### config.mk
export PLATFORM = sky130hd
export DESIGN_NAME = gated_deser
export DESIGN_NICKNAME = d
export VERILOG_FILES = /design/src/rtl/gated_deser.sv
export SDC_FILE = /design/constraint.sdc
export NUM_CORES = 1
export LEC_CHECK = 0
export ABC_AREA = 1
export CAP_MARGIN = 20
export CORE_MARGIN = 3
export CORE_UTILIZATION = 36
export CTS_CLUSTER_DIAMETER = 100
export DETAILED_ROUTE_END_ITERATION = 8
export PLACE_DENSITY_LB_ADDON = 0.12
export SLEW_MARGIN = 20
export SYNTH_ARGS = -nofsm -noshare
export SYNTH_HDL_FRONTEND = slang
export SYNTH_SLANG_ARGS = --single-unit
### constraint.sdc
create_clock -name clk_i -period 1.1 [get_ports clk_i]
set_input_delay 0.165 -clock clk_i [delete_from_list [all_inputs] [get_ports clk_i]]
set_output_delay 0.165 -clock clk_i [all_outputs]
set_load 0.05 [all_outputs]
### src/rtl/gated_deser.sv
`default_nettype none
// ============================================================================
// Module      : gated_deser
// Description : Serial-to-parallel capture stage fed by the gated serial bit
//               of the mux2_and merge cell. Bits are sampled on qualified
//               edges (bit_valid_i) and packed LSB first into WIDTH-bit words.
//               Completed words are held in a valid/ready output register.
//               A word that completes while the output is still occupied
//               and not being consumed is dropped, and a sticky overrun
//               flag is raised.
// Ports       : clk_i       - clock, rising edge
//               rst_ni      - asynchronous active-low reset
//               bit_i       - serial data bit (upstream y_o)
//               bit_valid_i - sample bit_i on this edge
//               clear_i     - synchronous restart of all state
//               data_o      - last completed word
//               valid_o     - data_o holds an unconsumed word
//               ready_i     - consumer takes data_o when valid_o=1
//               bit_cnt_o   - bits collected for the word in progress
//               overrun_o   - sticky: a completed word was dropped
//               VDD/GND     - supply pins, present only under PWR_PINS
// Revision    : 1.0 - initial release
// ============================================================================
module gated_deser #(
    parameter int WIDTH = 8
) (
`ifdef PWR_PINS
    input  logic                     VDD,
    input  logic                     GND,
`endif
    input  logic                     clk_i,
    input  logic                     rst_ni,
    input  logic                     bit_i,
    input  logic                     bit_valid_i,
    input  logic                     clear_i,
    output logic [WIDTH-1:0]         data_o,
    output logic                     valid_o,
    input  logic                     ready_i,
    output logic [$clog2(WIDTH)-1:0] bit_cnt_o,
    output logic                     overrun_o
);

    localparam int CNT_W = $clog2(WIDTH);
    localparam logic [CNT_W-1:0] c_LAST = CNT_W'(WIDTH - 1);

    typedef enum logic [0:0] {
        ST_EMPTY = 1'b0,
        ST_FULL  = 1'b1
    } state_t;

    state_t             r_state;
    logic [WIDTH-1:0]   r_sr;
    logic [CNT_W-1:0]   r_cnt;
    logic [WIDTH-1:0]   r_data;
    logic               r_overrun;

    logic [WIDTH-1:0]   w_sr_next;
    logic               w_done;

    // New bits enter at the MSB, so after WIDTH shifts the first bit is at bit 0.
    assign w_sr_next = {bit_i, r_sr[WIDTH-1:1]};
    assign w_done    = bit_valid_i && (r_cnt == c_LAST);

    always_ff @(posedge clk_i or negedge rst_ni) begin
        if (!rst_ni) begin
            r_state   <= ST_EMPTY;
            r_sr      <= '0;
            r_cnt     <= '0;
            r_data    <= '0;
            r_overrun <= 1'b0;
        end else if (clear_i) begin
            r_state   <= ST_EMPTY;
            r_sr      <= '0;
            r_cnt     <= '0;
            r_data    <= '0;
            r_overrun <= 1'b0;
        end else begin
            // Shifting continues straight into the next word; the output
            // state never stalls collection.
            if (bit_valid_i) begin
                r_sr  <= w_sr_next;
                r_cnt <= w_done ? '0 : r_cnt + CNT_W'(1);
            end

            case (r_state)
                ST_EMPTY: begin
                    if (w_done) begin
                        r_data  <= w_sr_next;
                        r_state <= ST_FULL;
                    end
                end
                ST_FULL: begin
                    if (w_done && ready_i) begin
                        // Old word leaves as the new one arrives: no loss.
                        r_data <= w_sr_next;
                    end else if (w_done) begin
                        // Output still occupied: drop the new word.
                        r_overrun <= 1'b1;
                    end else if (ready_i) begin
                        r_state <= ST_EMPTY;
                    end
                end
                default: r_state <= ST_EMPTY;
            endcase
        end
    end

    assign data_o    = r_data;
    assign valid_o   = (r_state == ST_FULL);
    assign bit_cnt_o = r_cnt;
    assign overrun_o = r_overrun;

endmodule
`default_nettype wire

==> results of run 1 <==
## worst max-delay path, cell delays in order (launching register included)
cell and delay [ns]:
dfrtp_2 0.45, ha_4 0.17, ha_4 0.16, nand2_4 0.08, inv_2 0.05, nand2_4 0.09, nand3_1 0.09, nand2_1 0.06
## metrics by stage
step	setup slack (ns)	hold slack, ns	setup TNS (ns)
4_1_cts	-0.0908	0.181	-0.935
3_5_place_dp	-0.206	0.524	-3.47
2_1_floorplan	-0.168	-0.131	-1.55
3_3_place_gp	-0.200	0.513	-3.27
6_report	-0.0981	0.190	-0.925
5_1_grt	-0.158	0.188	-1.66
## cell families (layout without fill, tap and decap cells)
group | Yosys count | in the layout
flip-flops | 20 | 20
buffers and inverters | 17 | 51
AND/OR/NAND/NOR | 53 | 53
adder cells (fa/ha/maj) | 2 | 2
AO/OA/AOI/OAI | 10 | 10
## where the power goes
part / switching (mW) / internal, mW / total (mW)
Sequential: 0.0154 / 0.753 / 0.768
Combinational: 0.136 / 0.123 / 0.259
Clock: 0.228 / 0.368 / 0.596
Total: 0.380 / 1.24 / 1.62
## cell usage in the layout (no fill, tap or decap), drive strengths merged
| cell type | n |
|---|---|
| a21oi | 1 |
| buf | 28 |
| bufinv | 1 |
| clkbuf | 3 |
| clkdlybuf4s50 | 5 |
| dfrtp | 20 |
| ha | 2 |
| inv | 14 |
| nand2 | 25 |
| nand3 | 18 |
| nor2 | 10 |
| o21ai | 6 |
| o22ai | 3 |
## worst max-delay path by stage
stage,start,end,cells past startpoint
CTS,bit_cnt_o[1],data_o[0],7
finish,bit_cnt_o[0],data_o[0],7
global route,bit_cnt_o[1],data_o[5],7
global placement,clear_i,data_o[7],5
floorplan,bit_cnt_o[0],data_o[0],7
detailed placement,clear_i,data_o[7],5
## flip-flops by register name, summed over array words and instances (netlist names)
signal	count
bit_cnt_o	3
data_o	8
overrun_o	1
r_sr	7
valid_o	1
## repair_timing
item,4_1_cts,5_1_grt
resized for setup,4,0
setup buffers,3,2
hold buffers,0,0
setup endpoints to repair,11,17
pin swaps,1,0
## cell type report
type	instances	share of cell area [%]
Inverter	14	3.68
Sequential cell	20	33.7
Tap cell	30	2.51
Timing Repair Buffer	33	29.9
Clock inverter	1	2.01
Multi-Input combinational cell	65	26.7
Clock buffer	3	1.51
## metal layers
metal,routed length [µm],up-vias,track usage [%]
met2,856,14,19.7
met3,92,2,2.45
met5,0,-,0
li1,-,397,-
met4,13,0,5.96
met1,862,320,17.3
==> metrics.txt, run 1 <==
total wire length 1.82 mm; top_reg_cell synth dfrtp_1; Worst-path clk slew 0.11 ns; Placer Congestion 0.767; Clock Skew 0.00102 ns; initial antenna violation count 0; Max Clock Freq 0.835 GHz; Mapped Avg Cell Area 9.43 µm²; NumNets Final 145; Util after Layout 59.8%; antenna diode count 0; Final Hold Fails 0; Pwr per Cell Area 1090 mW/mm²; Reg2Reg Setup Slack -0.1 ns; residual DRC count 0; DRT Pass-1 Iters 4; routed len/inst 11.0 µm; # H-tree levels 1; Design Area, Final 0.00150 mm²; top cells by count, synth 20 x dfrtp_1, 20 x nand2_1, 17 x nand3_1; # rows 18; RSZ-0062 raised after global routing true; # IOs 19; reg2reg start bit_cnt_o[0]; placed insts 157; type of the worst setup path flop to flop; post-synth top area share 52.0%; vias per inst 4.42; cell leakage power 0.707 nW; Core ar. 0.00250 mm²; Async SR Flop Fraction 100%; Compound-Gate Fraction of Synth Area 5.98%; mux cell area share after synthesis 0%; Final period util 109%; Setup crit start kind flop; post-synthesis adder-cell area fraction 2.60%; die width 57.7 µm; Layout area overhead 55.4%; Synth area leader dfrtp_1; worst slew pin tran 0.230 ns; first-pass GRT wire length 3.28 mm; Pins Over Slew Limit 0; Initial Util 38.5%; Worst EP arrival 1.45 ns; synthesized net count 110; chip height 57.7 µm; Yosys cell types 19; Area contributors post-synth dfrtp_1 52%, nand3_1 8.8%, nand2_1 7.8%, nand2_4 4.7%, inv_1 4.3%; dpl cell area 0.00139 mm²; Starting DRT DRC Count 27; post-synthesis xor/xnor area fraction 0%; post-DP HPWL 1.36 mm; Root Driver clkbuf_4; failing checks negative setup slack; R2R cell count 7; post-route insts no fill 166; grt ovf 0; Syn Inst Count 102; Fill cells 218; final setup violation count 13; Buffers on Ports 18; crit-path max FO 8; ratio of cells with drive above 1 in the final layout 39.7%; CP required 1.35 ns; #FFs+latches synth 20; pin count of the biggest net entering global routing 21; status complete, but fails checks; Critical Path Sink Type flop; max cap viols 0; Clock Latency Late Sink 0.30 ns; Min-Delay Path Class primary input to async pin; VDD IR max 0.738 mV; R2R Path End data_o[0]; Sink Count 20; mapped cell area 962 µm²; TritonCTS Buffers 3; register area 504 µm²; Die Area 0.00333 mm²; Seq/Total Area, Yosys 52.0%; Rel. slew slack 84.6%; post-layout min period 1.20 ns; Max Root-Sink Buffers 2; largest family of logic cells by synthesized area simple AND/OR/NAND/NOR gates; vias in the first global route 728; Multi-input gate area 399 µm²; synth warn 0; post-route ant nets 0; post-synthesis simple-gate area fraction 29.8%; Final Power 1.62 mW; CTS tree built; EDFF count, synth 0; vias 733; min setup slack post-route -0.0981 ns; gr usage total 12.8%
Note: power is estimated with default switching activity, not from simulation.
==> inputs of run 2 (changes only) <==
==> constraint.sdc (replaced) <==
create_clock -name clk_i -period 1.27 [get_ports clk_i]
set_input_delay 0.1905 -clock clk_i [delete_from_list [all_inputs] [get_ports clk_i]]
set_output_delay 0.1905 -clock clk_i [all_outputs]
set_load 0.05 [all_outputs]
==> metrics.txt, run 2 (synthesis results as in run 1) <==
Final period util 96.1%; post-route ant nets 0; vias 701; Worst EP arrival 1.03 ns; # IOs 19; vias per inst 4.49; Buffers on Ports 18; post-layout min period 1.22 ns; Pwr per Cell Area 892 mW/mm²; VDD IR max 0.602 mV; Min-Delay Path Class primary input to async pin; Critical Path Sink Type output port; vias in the first global route 693; Util after Layout 55.0%; commonest non-fill, non-tap cell in the layout nand2_1; R2R Path End data_o[0]; Final Hold Fails 0; Clock Skew 0.00105 ns; cell leakage power 0.642 nW; DRT Pass-1 Iters 4; initial antenna violation count 0; reg2reg start bit_cnt_o[1]; type of the worst setup path flop to output port; routed len/inst 10.8 µm; Die Area 0.00333 mm²; Reg2Reg Setup Slack 0.07 ns; Max Root-Sink Buffers 2; status complete, no violations; final setup violation count 0; Starting DRT DRC Count 19; CP required 1.08 ns; Max Clock Freq 0.819 GHz; Worst-path clk slew 0.11 ns; Layout area overhead 42.9%; Hold Slack 0.222 ns; Rel. slew slack 83.3%; pin count of the biggest net entering global routing 21; crit-path max FO 3; R2R cell count 7; most frequent cells in the layout 20 x nand2_1, 17 x nand3_1, 17 x dfrtp_1, 13 x buf_12, 11 x inv_1; Root Driver clkbuf_4; # rows 18; Clock Latency Late Sink 0.29 ns; first-pass GRT wire length 3.09 mm; residual DRC count 0; RSZ-0062 raised after global routing true; max cap viols 0; max reg flops 8; # H-tree levels 1; grt ovf 0; worst slew pin tran 0.250 ns; Fill cells 218; antenna diode count 0; post-DP HPWL 1.36 mm; Setup crit start kind flop; Pins Over Slew Limit 0; ratio of cells with drive above 1 in the final layout 34.1%; Initial Util 38.5%; Placer Congestion 0.750; Core ar. 0.00250 mm²; CTS tree built; TritonCTS Buffers 3; Sink Count 20; chip height 57.7 µm; cts repair resizes 0; die width 57.7 µm; gr usage total 11.7%; total wire length 1.68 mm; NumNets Final 135
## run 2: changes by cell type in the layout (fill, tap and decap cells not counted)
cell and change:
buf_4 -6, buf_6 -3, buf_12 -1, bufinv_16 -1, clkbuf_8 +1, nand3_1 +1, nand3_2 -1
## run 2: report_power, final
group	switching [mW]	internal (mW)
Combinational	0.112	0.0868
Clock	0.188	0.175
Sequential	0.0132	0.652
Total	0.313	0.913
## run 2: stage by stage
step                std cells  power [mW]  cell area (µm²)  worst slack (ns)  TNS [ns]
detailed placement        151       0.876             1330           -0.0644    -0.704
floorplan                 102       0.783              991           0.00214         0
global placement          151       0.875             1330           -0.0578    -0.571
CTS                       155        1.24             1370            0.0343         0
global route              156        1.29             1380          -0.00299  -0.00299
finish                    156        1.23             1380            0.0497         0
## run 2: worst max-delay path: stages (launching register included)
cell     delay (ns)
dfrtp_2        0.44
buf_4          0.16
buf_12         0.14
## run 2: per-layer routing
layer | part of all wire [%] | track usage (%)
met1 | 49 | 16.5
met2 | 46 | 17.4
met3 | 4.2 | 2.45
met4 | 0.72 | 4.97
met5 | 0 | 0
## run 2: final cells by class
type / count / area, µm² / share of cell area [%]
flip-flops and latches: 20 / 504 / 36.7
multi-input cells: 65 / 394 / 28.7
repair buffers: 23 / 348 / 25.3
inverters: 14 / 55.1 / 4.00
well taps: 30 / 37.5 / 2.73
clock buffers: 4 / 36.3 / 2.64
## run 2: what timing repair did
item,4_1_cts,5_1_grt
hold buffers,0,0
buffers inserted,0,1
endpoints found under the setup margin,0,8
## run 2: how the worst max path moves through the flow
stage / cells after the start / slack [ns] / start / to
after floorplan: 7 / 0.002 / bit_cnt_o[0] / data_o[0]
after global placement: 5 / -0.06 / clear_i / data_o[7]
after detailed placement: 5 / -0.06 / clear_i / data_o[7]
after CTS: 2 / 0.03 / bit_cnt_o[0] / bit_cnt_o[0]
after global routing: 7 / -0.003 / bit_cnt_o[1] / data_o[5]
final: 2 / 0.05 / bit_cnt_o[0] / bit_cnt_o[0]
